[src/rtl/mem_arbiter.sv]
// Arbitrates instruction-fetch and data-memory requesters onto one shared variable-latency memory port.
// Optional macro MEM_ARB_RR_EN: round-robin tie-break instead of fixed data-memory priority.
module mem_arbiter (
  input  logic        clk,
  input  logic        reset,
  input  logic        if_req,
  input  logic [31:0] if_addr,
  output logic [31:0] if_rdata,
  output logic        if_valid,
  input  logic        dm_req,
  input  logic        dm_we,
  input  logic [31:0] dm_addr,
  input  logic [31:0] dm_wdata,
  input  logic [3:0]  dm_be,
  output logic [31:0] dm_rdata,
  output logic        dm_valid,
  output logic        mem_req,
  output logic        mem_we,
  output logic [31:0] mem_addr,
  output logic [31:0] mem_wdata,
  output logic [3:0]  mem_be,
  input  logic        mem_ack,
  input  logic [31:0] mem_rdata,
  output logic        stall,
  output logic [1:0]  grant
);

  typedef enum logic [1:0] {
    IDLE    = 2'b00,
    BUSY_IF = 2'b01,
    BUSY_DM = 2'b10
  } state_t;

  state_t      state_q, state_d;
  logic [31:0] addr_q, addr_d;
  logic [31:0] wdata_q, wdata_d;
  logic [3:0]  be_q, be_d;
  logic        we_q, we_d;
  logic [31:0] if_rdata_q, if_rdata_d;
  logic [31:0] dm_rdata_q, dm_rdata_d;
  logic        if_valid_q, if_valid_d;
  logic        dm_valid_q, dm_valid_d;

  // A requester still holding req during its own completion cycle is not re-served.
  logic if_elig, dm_elig, pick_dm;
  assign if_elig = if_req & ~if_valid_q;
  assign dm_elig = dm_req & ~dm_valid_q;

`ifdef MEM_ARB_RR_EN
  logic last_dm_q, last_dm_d;

  assign pick_dm = dm_elig & (~if_elig | ~last_dm_q);

  always_comb begin
    last_dm_d = last_dm_q;
    if (state_q == IDLE && (dm_elig || if_elig)) last_dm_d = pick_dm;
  end

  always_ff @(posedge clk or posedge reset) begin
    if (reset) last_dm_q <= 1'b0;
    else       last_dm_q <= last_dm_d;
  end
`else
  assign pick_dm = dm_elig;
`endif

  always_comb begin
    state_d    = state_q;
    addr_d     = addr_q;
    wdata_d    = wdata_q;
    be_d       = be_q;
    we_d       = we_q;
    if_rdata_d = if_rdata_q;
    dm_rdata_d = dm_rdata_q;
    if_valid_d = 1'b0;
    dm_valid_d = 1'b0;
    case (state_q)
      IDLE: begin
        if (pick_dm) begin
          state_d = BUSY_DM;
          addr_d  = dm_addr;
          wdata_d = dm_wdata;
          be_d    = dm_be;
          we_d    = dm_we;
        end else if (if_elig) begin
          state_d = BUSY_IF;
          addr_d  = if_addr;
          wdata_d = '0;
          be_d    = '1;
          we_d    = 1'b0;
        end
      end
      BUSY_IF: begin
        if (mem_ack) begin
          if_rdata_d = mem_rdata;
          if_valid_d = 1'b1;
          state_d    = IDLE;
        end
      end
      BUSY_DM: begin
        if (mem_ack) begin
          if (!we_q) dm_rdata_d = mem_rdata;
          dm_valid_d = 1'b1;
          state_d    = IDLE;
        end
      end
      default: state_d = IDLE;
    endcase
  end

  always_ff @(posedge clk or posedge reset) begin
    if (reset) begin
      state_q    <= IDLE;
      addr_q     <= '0;
      wdata_q    <= '0;
      be_q       <= '0;
      we_q       <= 1'b0;
      if_rdata_q <= '0;
      dm_rdata_q <= '0;
      if_valid_q <= 1'b0;
      dm_valid_q <= 1'b0;
    end else begin
      state_q    <= state_d;
      addr_q     <= addr_d;
      wdata_q    <= wdata_d;
      be_q       <= be_d;
      we_q       <= we_d;
      if_rdata_q <= if_rdata_d;
      dm_rdata_q <= dm_rdata_d;
      if_valid_q <= if_valid_d;
      dm_valid_q <= dm_valid_d;
    end
  end

  assign mem_req   = (state_q != IDLE);
  assign mem_we    = we_q;
  assign mem_addr  = addr_q;
  assign mem_wdata = wdata_q;
  assign mem_be    = be_q;
  assign if_rdata  = if_rdata_q;
  assign dm_rdata  = dm_rdata_q;
  assign if_valid  = if_valid_q;
  assign dm_valid  = dm_valid_q;
  assign grant     = state_q;
  assign stall     = (if_req & ~if_valid_q) | (dm_req & ~dm_valid_q);

endmodule

[config.mk]
export PLATFORM = sky130hd
export DESIGN_NAME = mem_arbiter
export DESIGN_NICKNAME = d
export VERILOG_FILES = /design/src/rtl/mem_arbiter.sv
export SDC_FILE = /design/constraint.sdc
export NUM_CORES = 1
export LEC_CHECK = 0
export ABC_AREA = 0
export BUFFER_PORTS_ARGS = -buffer_cell sky130_fd_sc_hd__buf_4
export CORE_MARGIN = 5
export CORE_UTILIZATION = 25
export DETAILED_ROUTE_END_ITERATION = 10
export SYNTH_ARGS = -nofsm -noshare
export SYNTH_HDL_FRONTEND = slang
export SYNTH_SLANG_ARGS = --single-unit
[constraint.sdc]
create_clock -name clk -period 12 [get_ports clk]
set_input_delay 2.4 -clock clk [delete_from_list [all_inputs] [get_ports clk]]
set_output_delay 2.4 -clock clk [all_outputs]
set_load 0.005 [all_outputs]
==> summary.md, run 1 <==
| Metric | Value |
|---|---|
| Outcome | `finished clean` |
| Worst Path Required | `between 9 and 10 ns` |
| Crit. End Element | `output port` |
| Setup repair after global routing missed its margin | `false` |
| Clock insertion delay at the later pin of the skew report | `0.41 ns` |
| Detailed router's first-iteration violation count | `between 100 and 150` |
| Overall track demand over capacity in global routing | `12.7%` |
| Sum of overflow across all layers after global routing | `0` |
| Reg2Reg Depth | `5` |
| Leading cell types in the layout, fill and taps excluded | `280 x sky130_fd_sc_hd__buf_4, 137 x sky130_fd_sc_hd__dfrtp_1, 117 x sky130_fd_sc_hd__mux2_2, 34 x sky130_fd_sc_hd__a22o_1, 17 x sky130_fd_sc_hd__clkbuf_16` |
| Initial core utilization | `25.4%` |
| Max Cap Violations | `0` |
| Critical setup path kind | `primary input to output port` |
| Net count after synthesis | `between 400 and 500` |
| Portion of the post-synthesis area used by sequential elements | `about three fifths` |
| Clock Sink Count | `137` |
| Post-Synth Adder-Cell Area | `less than 1%` |
| DP Wirelength | `12100 um` |
| Wire length of the first global-routing pass | `25900 um` |
| Number of buffers added by the clock tree synthesis step | `17` |
| Routability-driven placement congestion ratio | `~0.77` |
| Post-placement cell area | `7870 um^2` |
| Final WL | `around 16000 um` |
| Final Power | `between 2 and 2.5 mW` |
| Ant. Diodes | `0` |
| Clock buffer depth | `2` |
| Crit Path Max Fanout | `37` |
| Crit path launch type | `primary input` |
| Floorplan die width | `159 um` |
| Antenna-violating nets left | `0` |
| IO Port Bufs | `276` |
| Headroom to the max-slew limit | `approximately 17%` |
| Setup crit end | `stall` |
| Instance count along the most critical hold path | `1` |
| TNS Setup | `0 ns` |
| DRC | `0` |
| Number of standard cells after synthesis | `348` |
| Critical Path AT | `~3.2 ns` |
| Number of nets in the finished design | `768` |
| Post-route cell area | `approximately 8500 um^2` |
| Height of the die | `159 um` |
| DIE AREA | `roughly 25000 um^2` |
| Area of the mapped netlist | `5550 um^2` |
| Reg2Reg Launch Point | `grant[1]` |
| Register bit total from synthesis | `~140` |
| Hold crit path type | `flip-flop to flip-flop` |
| Post-CTS sizing | `0` |
| Postcts setup bufs | `0` |
| Maximum number of pins on one net before global-route repair | `75` |
| Area of the core | `about 22000 um^2` |
| Leak Pwr | `approximately 4.1 nW` |
| Max Freq | `between 150 and 200 MHz` |
| Hold buffer count at cts | `0` |
| Cell Rows | `between 50 and 60` |
| Average cell area after synthesis | `around 16 um^2` |
| Boundary Pins | `~280` |
| Multiplexer area fraction after synthesis | `26.7%` |
| Number of iterations in the first detailed-routing pass | `4` |
| Critical R2R Capture | `mem_addr[24]` |
| Total of warnings raised by yosys | `0` |
| Vias per cell | `approximately 4.3` |
| Most common cell after layout, fill and taps aside | `sky130_fd_sc_hd__buf_4` |
| Via count of the first global-routing pass | `4574` |
| Clock tree root driver cell | `sky130_fd_sc_hd__clkbuf_16` |
| Wire per inst | `around 18 um` |
| Worst clock skew | `~0.0065 ns` |
| CP Launch Point | `dm_req` |
| H-tree levels | `4` |
| Number of antenna violations at the first check in global routing | `0` |
| Number of different library cells in the post-synthesis netlist | `23` |
| Share of the clock period used by the worst path | `between 40% and 50%` |
| Fin. max-slew vios | `0` |
| Number of failing setup endpoints in the final timing report | `0` |
| Post-layout min period | `5.60 ns` |
| Fraction of synthesized cell area in xor and xnor cells | `0%` |
| Worst setup slack for register-to-register paths | `about 9.5 ns` |
| Clock tree from TritonCTS | `built` |
| Ratio of cells with drive above 1 in the final layout | `just under 70%` |
| Total count of hold-check failures in the final report | `0` |
| Power per Cell Area | `between 200 and 300 nW/um^2` |
| Least-Margin Pin Slew | `about 1.2 ns` |
| Clock transition time at the flip-flop clock pins of the worst setup and hold paths | `about 0.06 ns` |
| Vias post-DR | `~4000` |
| Share of synthesized cell area in and, or, nand and nor gates | `approximately 1.3%` |
| Worst vdd rail ir drop | `roughly 110 uV` |
| Compound-Gate Fraction of Synth Area | `under 10%` |
| Main combinational cell family by area after synthesis | `multiplexers` |
| Area Overhead vs Synth | `53.7%` |
| Number of filler cells placed in the layout | `roughly 2100` |
[flip-flops by register name (all words and copies together) (netlist names)]
register / count
dm_rdata: 32
if_rdata: 32
mem_addr: 32
mem_wdata: 32
mem_be: 4
grant: 2
dm_valid: 1
if_valid: 1
mem_we: 1
[logic make-up after synthesis]
kind of cell | Yosys count
and+or+nand+nor | 12
muxes | 128
AOI/OAI and AO/OA | 43
adders and majority gates | 3
buffers and inverters | 25
DFF | 137
[worst min path at each step]
stage / from / to / slack (ns)
4_1_cts: mem_wdata[19] / mem_wdata[19] / 0.50
2_1_floorplan: mem_be[0] / mem_be[0] / 0.48
5_1_grt: mem_wdata[19] / mem_wdata[19] / 0.51
3_5_place_dp: mem_wdata[19] / mem_wdata[19] / 0.48
3_3_place_gp: mem_be[0] / mem_be[0] / 0.48
6_report: mem_wdata[3] / mem_wdata[3] / 0.50
[per-stage QoR]
step / hold slack, ns / utilization, % / cells / worst slack, ns
after floorplan: 0.484 / - / 348 / 5.93
after CTS: 0.505 / 39.1 / 920 / 6.38
after global placement: 0.479 / 36.1 / 888 / 6.43
final: 0.500 / 39.1 / 920 / 6.40
after detailed placement: 0.484 / 36.1 / 888 / 6.38
after global routing: 0.507 / 39.1 / 920 / 6.33
[critical path: stages]
cell and delay [ns]:
sky130_fd_sc_hd__buf_4 0.12, sky130_fd_sc_hd__nand2b_4 0.39, sky130_fd_sc_hd__nand2_1 0.10, sky130_fd_sc_hd__buf_4 0.16
[synth_stat cells]
| library cell | count | area share (%) |
|---|---|---|
| sky130_fd_sc_hd__inv_1 | 5 | 0.34 |
| sky130_fd_sc_hd__clkbuf_1 | 1 | 0.068 |
| sky130_fd_sc_hd__a21oi_4 | 1 | 0.29 |
| sky130_fd_sc_hd__nor2_1 | 1 | 0.068 |
| sky130_fd_sc_hd__a22o_1 | 34 | 5.4 |
| sky130_fd_sc_hd__and2_1 | 1 | 0.11 |
| sky130_fd_sc_hd__nor2b_1 | 4 | 0.45 |
| sky130_fd_sc_hd__o22a_1 | 4 | 0.63 |
| sky130_fd_sc_hd__nand2b_4 | 1 | 0.25 |
| sky130_fd_sc_hd__o22ai_1 | 1 | 0.11 |
| sky130_fd_sc_hd__clkbuf_2 | 1 | 0.090 |
| sky130_fd_sc_hd__buf_2 | 11 | 0.99 |
| sky130_fd_sc_hd__dfrtp_1 | 137 | 62 |
| sky130_fd_sc_hd__o21ai_1 | 1 | 0.090 |
| sky130_fd_sc_hd__mux2_2 | 117 | 24 |
| sky130_fd_sc_hd__o21ai_0 | 1 | 0.090 |
| sky130_fd_sc_hd__ha_1 | 3 | 0.68 |
| sky130_fd_sc_hd__a21oi_1 | 1 | 0.090 |
| sky130_fd_sc_hd__buf_6 | 7 | 1.4 |
| sky130_fd_sc_hd__mux2_1 | 1 | 0.20 |
| sky130_fd_sc_hd__mux2_4 | 10 | 2.7 |
| sky130_fd_sc_hd__nand2b_1 | 2 | 0.23 |
| sky130_fd_sc_hd__nand2_1 | 3 | 0.20 |
[power breakdown]
part	internal, mW	switching, mW
registers	0.695	0.135
logic	0.555	0.322
clock network	0.368	0.208
[final cells by class]
type	count	area, um^2	area share [%]
clock buffer	20	467	5.47
sequential	137	3430	40.2
multi-input combinational	186	1970	23.1
timing repair buffer	280	2100	24.7
tap	280	350	4.11
inverter	5	23.8	0.279
clock inverter	12	188	2.20
[layer usage]
layer	routed length, um	part of all wire [%]	vias up	global-route usage, %
li1	-	-	1809	-
met1	6320	39	1991	14.0
met2	8240	50	182	21.8
met3	1560	9.5	16	6.34
met4	243	1.5	0	3.53
met5	0	0	-	0
(Power assumes the default switching activity.)
==> run 2, diff against run 1 <==
Clock period 12 ns to 5.6 ns, I/O delays scaled along.
==> summary.md, run 2 (synthesis results as in run 1) <==
| Metric | Value |
|---|---|
| Outcome | `finished clean` |
| Setup repair after global routing missed its margin | `false` |
| Detailed router's first-iteration violation count | `roughly 150` |
| Post-layout min period | `between 3 and 4 ns` |
| Number of buffers added by the clock tree synthesis step | `17` |
| Clock buffer depth | `2` |
| Clock insertion delay at the later pin of the skew report | `approximately 0.41 ns` |
| Power per Cell Area | `569 nW/um^2` |
| Clock tree from TritonCTS | `built` |
| Height of the die | `between 150 and 200 um` |
| Leak Pwr | `4.11 nW` |
| Overall track demand over capacity in global routing | `between 10% and 20%` |
| Critical path, cell by cell | `buf_4 -> nand2b_4 -> nand2_1 -> buf_4` |
| Met3 global-route usage | `5.90%` |
| Worst Path Required | `around 4.5 ns` |
| Leading cell types in the layout, fill and taps excluded | `279 x sky130_fd_sc_hd__buf_4, 137 x sky130_fd_sc_hd__dfrtp_1, 117 x sky130_fd_sc_hd__mux2_2, 34 x sky130_fd_sc_hd__a22o_1, 17 x sky130_fd_sc_hd__clkbuf_16` |
| Number of iterations in the first detailed-routing pass | `4` |
| Total count of hold-check failures in the final report | `0` |
| DP Wirelength | `12100 um` |
| Clock tree root driver cell | `sky130_fd_sc_hd__clkbuf_16` |
| Crit Path Max Fanout | `37` |
| Max Freq | `328 MHz` |
| Critical Path AT | `1.93 ns` |
| Critical setup path kind | `primary input to output port` |
| Clock Sink Count | `around 140` |
| Ant. Diodes | `0` |
| TNS Setup | `0 ns` |
| Antenna-violating nets left | `0` |
| Post-route cell area | `8480 um^2` |
| Hold buffer count at cts | `0` |
| Crit path setup slack, layout | `between 2 and 3 ns` |
| Vias per cell | `roughly 4.4` |
| Hold crit path type | `flip-flop to flip-flop` |
| H-tree levels | `4` |
| Most Crowded Layer GR | `met2` |
| Share of the clock period used by the worst path | `a little over half` |
| Clock transition time at the flip-flop clock pins of the worst setup and hold paths | `0.05 ns` |
| Boundary Pins | `around 280` |
| Most common cell after layout, fill and taps aside | `sky130_fd_sc_hd__buf_4` |
| Pre-CTS setup slack | `2.43 ns` |
| Routability-driven placement congestion ratio | `between 0.7 and 0.8` |
| DRC | `0` |
| Final WL | `roughly 16000 um` |
| Final core area utilization | `38.8%` |
| Worst vdd rail ir drop | `roughly 220 uV` |
| Cell Rows | `54` |
| Area Overhead vs Synth | `52.8%` |
| Wire length of the first global-routing pass | `roughly 26000 um` |
| Floorplan die width | `between 150 and 200 um` |
| Via count of the first global-routing pass | `about 4700` |
| Crit path launch type | `primary input` |
| Largest stage delay on the critical path | `approximately 0.4 ns` |
| Crit. End Element | `output port` |
| Area of the core | `between 20000 and 25000 um^2` |
| Slowest stage cell, crit path | `sky130_fd_sc_hd__nand2b_4` |
| Number of nets in the finished design | `~770` |
| Wire per inst | `17.7 um` |
| DIE AREA | `~25000 um^2` |
| Post-CTS sizing | `0` |
| Met1 GRT Util | `~14%` |
| Global-route met2 utilization | `roughly 22%` |
| Number of antenna violations at the first check in global routing | `0` |
| Vias post-DR | `around 4000` |
| Fin. max-slew vios | `0` |
| Postcts setup bufs | `0` |
| Number of failing setup endpoints in the final timing report | `0` |
| Initial core utilization | `about a quarter` |
| Max Cap Violations | `0` |
| Cell repeated most along the worst path | `sky130_fd_sc_hd__buf_4` |
| Headroom to the max-slew limit | `12.8%` |
| Worst clock skew | `between 0.006 and 0.007 ns` |
| Ratio of cells with drive above 1 in the final layout | `69.0%` |
| Least-Margin Pin Slew | `1.31 ns` |
| Post-placement cell area | `7870 um^2` |
| Maximum number of pins on one net before global-route repair | `between 80 and 90` |
| Number of filler cells placed in the layout | `about 2100` |
| IO Port Bufs | `276` |
| Sum of overflow across all layers after global routing | `0` |
==> run 2: layer usage <==
metal	vias up	wire length [um]
met4	0	262
met1	2005	6160
met2	183	8360
met3	16	1490
li1	1814	-
met5	-	0
==> run 2: area by class of cell <==
type	count	area [um^2]	area share (%)
repair buffers	279	2090	24.7
flip-flops and latches	137	3430	40.4
multi-input cells	186	1970	23.2
clock inverters	12	175	2.07
well taps	280	350	4.13
inverters	5	23.8	0.280
clock buffers	20	437	5.15
==> run 2: critical path: cells and delay by family <==
kind	cells	cell delay (ns)
buf+inv	2	0.29
simple gates	2	0.51
==> run 2: worst paths after layout <==
kind                       slack, ns  cells past startpoint      endpoint   startpoint
max                             2.55                      4         stall       dm_req
min reg2reg                     0.50                      1   if_rdata[1]  if_rdata[1]
min                             0.50                      1   if_rdata[1]  if_rdata[1]
min in group asynchronous       0.84                      2  mem_wdata[0]        reset
max in group asynchronous       3.52                      3   if_rdata[4]        reset
max reg2reg                     3.17                      3  mem_addr[16]     dm_valid
==> run 2: stage by stage <==
step                      hold WS [ns]  power [mW]  std cells
after CTS                        0.507        4.92        919
after global placement           0.478        3.64        887
final                            0.504        4.82        919
after floorplan                  0.484        2.62        348
after detailed placement         0.488        3.72        887
after global routing             0.511        5.13        919
==> run 2: report_power, final <==
| part | switching, mW | total (mW) | internal (mW) | leakage, nW |
|---|---|---|---|---|
| registers | 0.293 | 1.78 | 1.49 | 1.65 |
| logic | 0.691 | 1.88 | 1.19 | 2.16 |
| clock network | 0.418 | 1.16 | 0.745 | 0.302 |
| total | 1.40 | 4.82 | 3.42 | 4.11 |
==> run 3, diff against run 2 <==
Settings changed: ABC_AREA 0 to 1.
Clock period 5.6 ns to 3.2 ns, I/O delays scaled along.
==> summary.md, run 3 <==
| Metric | Value |
|---|---|
| Crit Path Max Fanout | `40` |
| Ranking of synthesized cells by area | `sky130_fd_sc_hd__dfrtp_1 58%, sky130_fd_sc_hd__nand2_1 19%, sky130_fd_sc_hd__nand3_1 5.5%, sky130_fd_sc_hd__o21ai_2 4.7%, sky130_fd_sc_hd__o21ai_0 2.7%` |
| Share of total power in sequential cells | `36.8%` |
| Total of warnings raised by yosys | `0` |
| IO Port Bufs | `276` |
| Clock Sink Count | `137` |
| Number of nets in the finished design | `between 1000 and 1500` |
| Vias post-DR | `roughly 5200` |
| Crit. End Element | `output port` |
| Height of the die | `164 um` |
| Total count of hold-check failures in the final report | `0` |
| Postcts setup bufs | `0` |
| Clock insertion delay at the later pin of the skew report | `0.41 ns` |
| DP Wirelength | `13100 um` |
| Clock buffer depth | `2` |
| Boundary Pins | `approximately 280` |
| Number of standard cells after synthesis | `approximately 670` |
| Leak Pwr | `4.84 nW` |
| Leading cell types in the layout, fill and taps excluded | `304 x sky130_fd_sc_hd__nand2_1, 280 x sky130_fd_sc_hd__buf_4, 137 x sky130_fd_sc_hd__dfrtp_1, 65 x sky130_fd_sc_hd__nand3_1, 38 x sky130_fd_sc_hd__inv_1` |
| Part of the power in combinational logic | `between 30% and 40%` |
| Hold buffer count at cts | `0` |
| Clock transition time at the flip-flop clock pins of the worst setup and hold paths | `around 0.060 ns` |
| Power per Cell Area | `914 nW/um^2` |
| Post-CTS sizing | `0` |
| Setup repair after global routing missed its margin | `false` |
| Floorplan die width | `about 160 um` |
| Cell internal power dissipation | `approximately 5.3 mW` |
| Area of the core | `~23000 um^2` |
| Ratio of cells with drive above 1 in the final layout | `a little under two fifths` |
| Placed cell count | `1229` |
| Net switching power of the design | `between 2 and 3 mW` |
| Crit path launch type | `flip-flop` |
| Final WL | `between 15000 and 20000 um` |
| Net count after synthesis | `a little over 800` |
| Hold crit path type | `primary input to async pin` |
| Sum of overflow across all layers after global routing | `0` |
| Vias per cell | `approximately 4.2` |
| Number of iterations in the first detailed-routing pass | `4` |
| Clock tree from TritonCTS | `built` |
| Post-placement cell area | `around 8200 um^2` |
| Register bit total from synthesis | `between 100 and 150` |
| Pre-CTS setup slack | `0.863 ns` |
| Number of different library cells in the post-synthesis netlist | `20` |
| Clock tree root driver cell | `sky130_fd_sc_hd__clkbuf_16` |
| Least-Margin Pin Slew | `between 1 and 1.5 ns` |
| Worst clock skew | `roughly 0.012 ns` |
| Flip-flop cell with the highest count after synthesis | `sky130_fd_sc_hd__dfrtp_1` |
| Number of failing setup endpoints in the final timing report | `0` |
| Number of antenna violations at the first check in global routing | `0` |
| Critical setup path kind | `flip-flop to output port` |
| Share of the synthesized area in the top cell type | `slightly below 60%` |
| TNS Setup | `0 ns` |
| Number of buffers added by the clock tree synthesis step | `17` |
| Share of the clock period used by the worst path | `approximately four fifths` |
| DRC | `0` |
| Antenna-violating nets left | `0` |
| Fin. max-slew vios | `0` |
| Area of the mapped netlist | `approximately 6000 um^2` |
| Max Freq | `about 400 MHz` |
| Most common cell after layout, fill and taps aside | `sky130_fd_sc_hd__nand2_1` |
| Overall track demand over capacity in global routing | `approximately an eighth` |
| Portion of the post-synthesis area used by sequential elements | `slightly below 60%` |
| Fraction of power consumed by the clock network | `between 20% and 30%` |
| Via count of the first global-routing pass | `around 5300` |
| Number of synthesized flops with an enable pin | `0` |
| Final core area utilization | `around 37%` |
| H-tree levels | `4` |
| Crit path setup slack, layout | `0.632 ns` |
| Average cell area after synthesis | `approximately 9 um^2` |
| Post-layout min period | `2.57 ns` |
| Share of synthesized registers carrying an async set or reset | `100%` |
| Routability-driven placement congestion ratio | `about 0.77` |
| Detailed router's first-iteration violation count | `350` |
| Worst Path Required | `2.56 ns` |
| Ant. Diodes | `0` |
| Wire length of the first global-routing pass | `~28000 um` |
| Cell Rows | `56` |
| Outcome | `finished clean` |
| Number of standard cells in the layout, taps in and fillers out | `1259` |
| Share of total power consumed by net switching | `between 30 and 40%` |
| Post-route cell area | `around 9000 um^2` |
| Max Cap Violations | `0` |
| Critical Path AT | `around 1.9 ns` |
| DIE AREA | `about 27000 um^2` |
| Top cell type by total area after synthesis | `sky130_fd_sc_hd__dfrtp_1` |
| Initial core utilization | `25.3%` |
| Maximum number of pins on one net before global-route repair | `just under 80` |
| Worst vdd rail ir drop | `between 300 and 400 uV` |
| Synth top cells by count | `305 x sky130_fd_sc_hd__nand2_1, 137 x sky130_fd_sc_hd__dfrtp_1, 65 x sky130_fd_sc_hd__nand3_1` |
| Library cell with the highest instance count after synthesis | `sky130_fd_sc_hd__nand2_1` |
| Wire per inst | `around 14 um` |
| Headroom to the max-slew limit | `just over 30%` |
| Area Overhead vs Synth | `47.8%` |
## run 3: kinds of logic (layout without fill, tap and decap cells)
group                    after synthesis  after routing  synth area share (%)
AND/OR/NAND/NOR                      380            380                  26.2
AO/OA/AOI/OAI                         68             68                  7.77
flip-flops                           137            137                  57.9
buffers and inverters                 83            352                  7.52
adder cells (fa/ha/maj)                3              3                 0.634
## run 3: metrics by stage
| step | hold WS, ns | power (mW) |
|---|---|---|
| floorplan | 0.465 | 4.40 |
| global placement | 0.456 | 6.05 |
| detailed placement | 0.459 | 6.10 |
| CTS | 0.359 | 8.17 |
| global route | 0.353 | 8.65 |
| finish | 0.331 | 8.00 |
## run 3: path summary, 6_finish.rpt
kind,end,start,slack [ns],cells after the start
max reg2reg,mem_be[1],dm_valid,0.93,6
max,stall,dm_valid,0.63,4
min reg2reg,mem_wdata[23],mem_wdata[23],0.47,2
min,if_rdata[25],reset,0.33,3
max in group asynchronous,mem_addr[7],reset,2.13,3
min in group clk,mem_wdata[5],dm_wdata[5],0.42,3
## run 3: routing by layer
metal | global-route usage, % | part of all wire (%) | up-vias
met5 | 0 | 0 | -
met4 | 4.08 | 1.9 | 0
met3 | 6.65 | 12 | 22
met2 | 21.2 | 46 | 220
li1 | - | - | 2611
met1 | 15.6 | 40 | 2396
## run 3: area by class of cell
cell class,instances,area (um^2)
multi-input combinational,451,2050
clock inverter,13,169
clock buffer,17,425
tap,319,399
inverter,41,158
sequential,137,3430
timing repair buffer,281,2120
fill,2463,14600
## run 3: power groups by stage
stage	registers [mW]	logic (mW)	clock network, mW
final	2.94	3.05	2.01
after global placement	2.96	3.10	0
after floorplan	2.99	1.41	0
after detailed placement	2.96	3.14	0
after CTS	2.95	3.14	2.08
after global routing	3.05	3.44	2.16
## run 3: critical path, stage by stage (launching register included)
cell and delay (ns):
sky130_fd_sc_hd__dfrtp_1 0.40, sky130_fd_sc_hd__inv_2 0.45, sky130_fd_sc_hd__nand2_8 0.31, sky130_fd_sc_hd__nand2_4 0.20
sky130_fd_sc_hd__buf_4 0.14
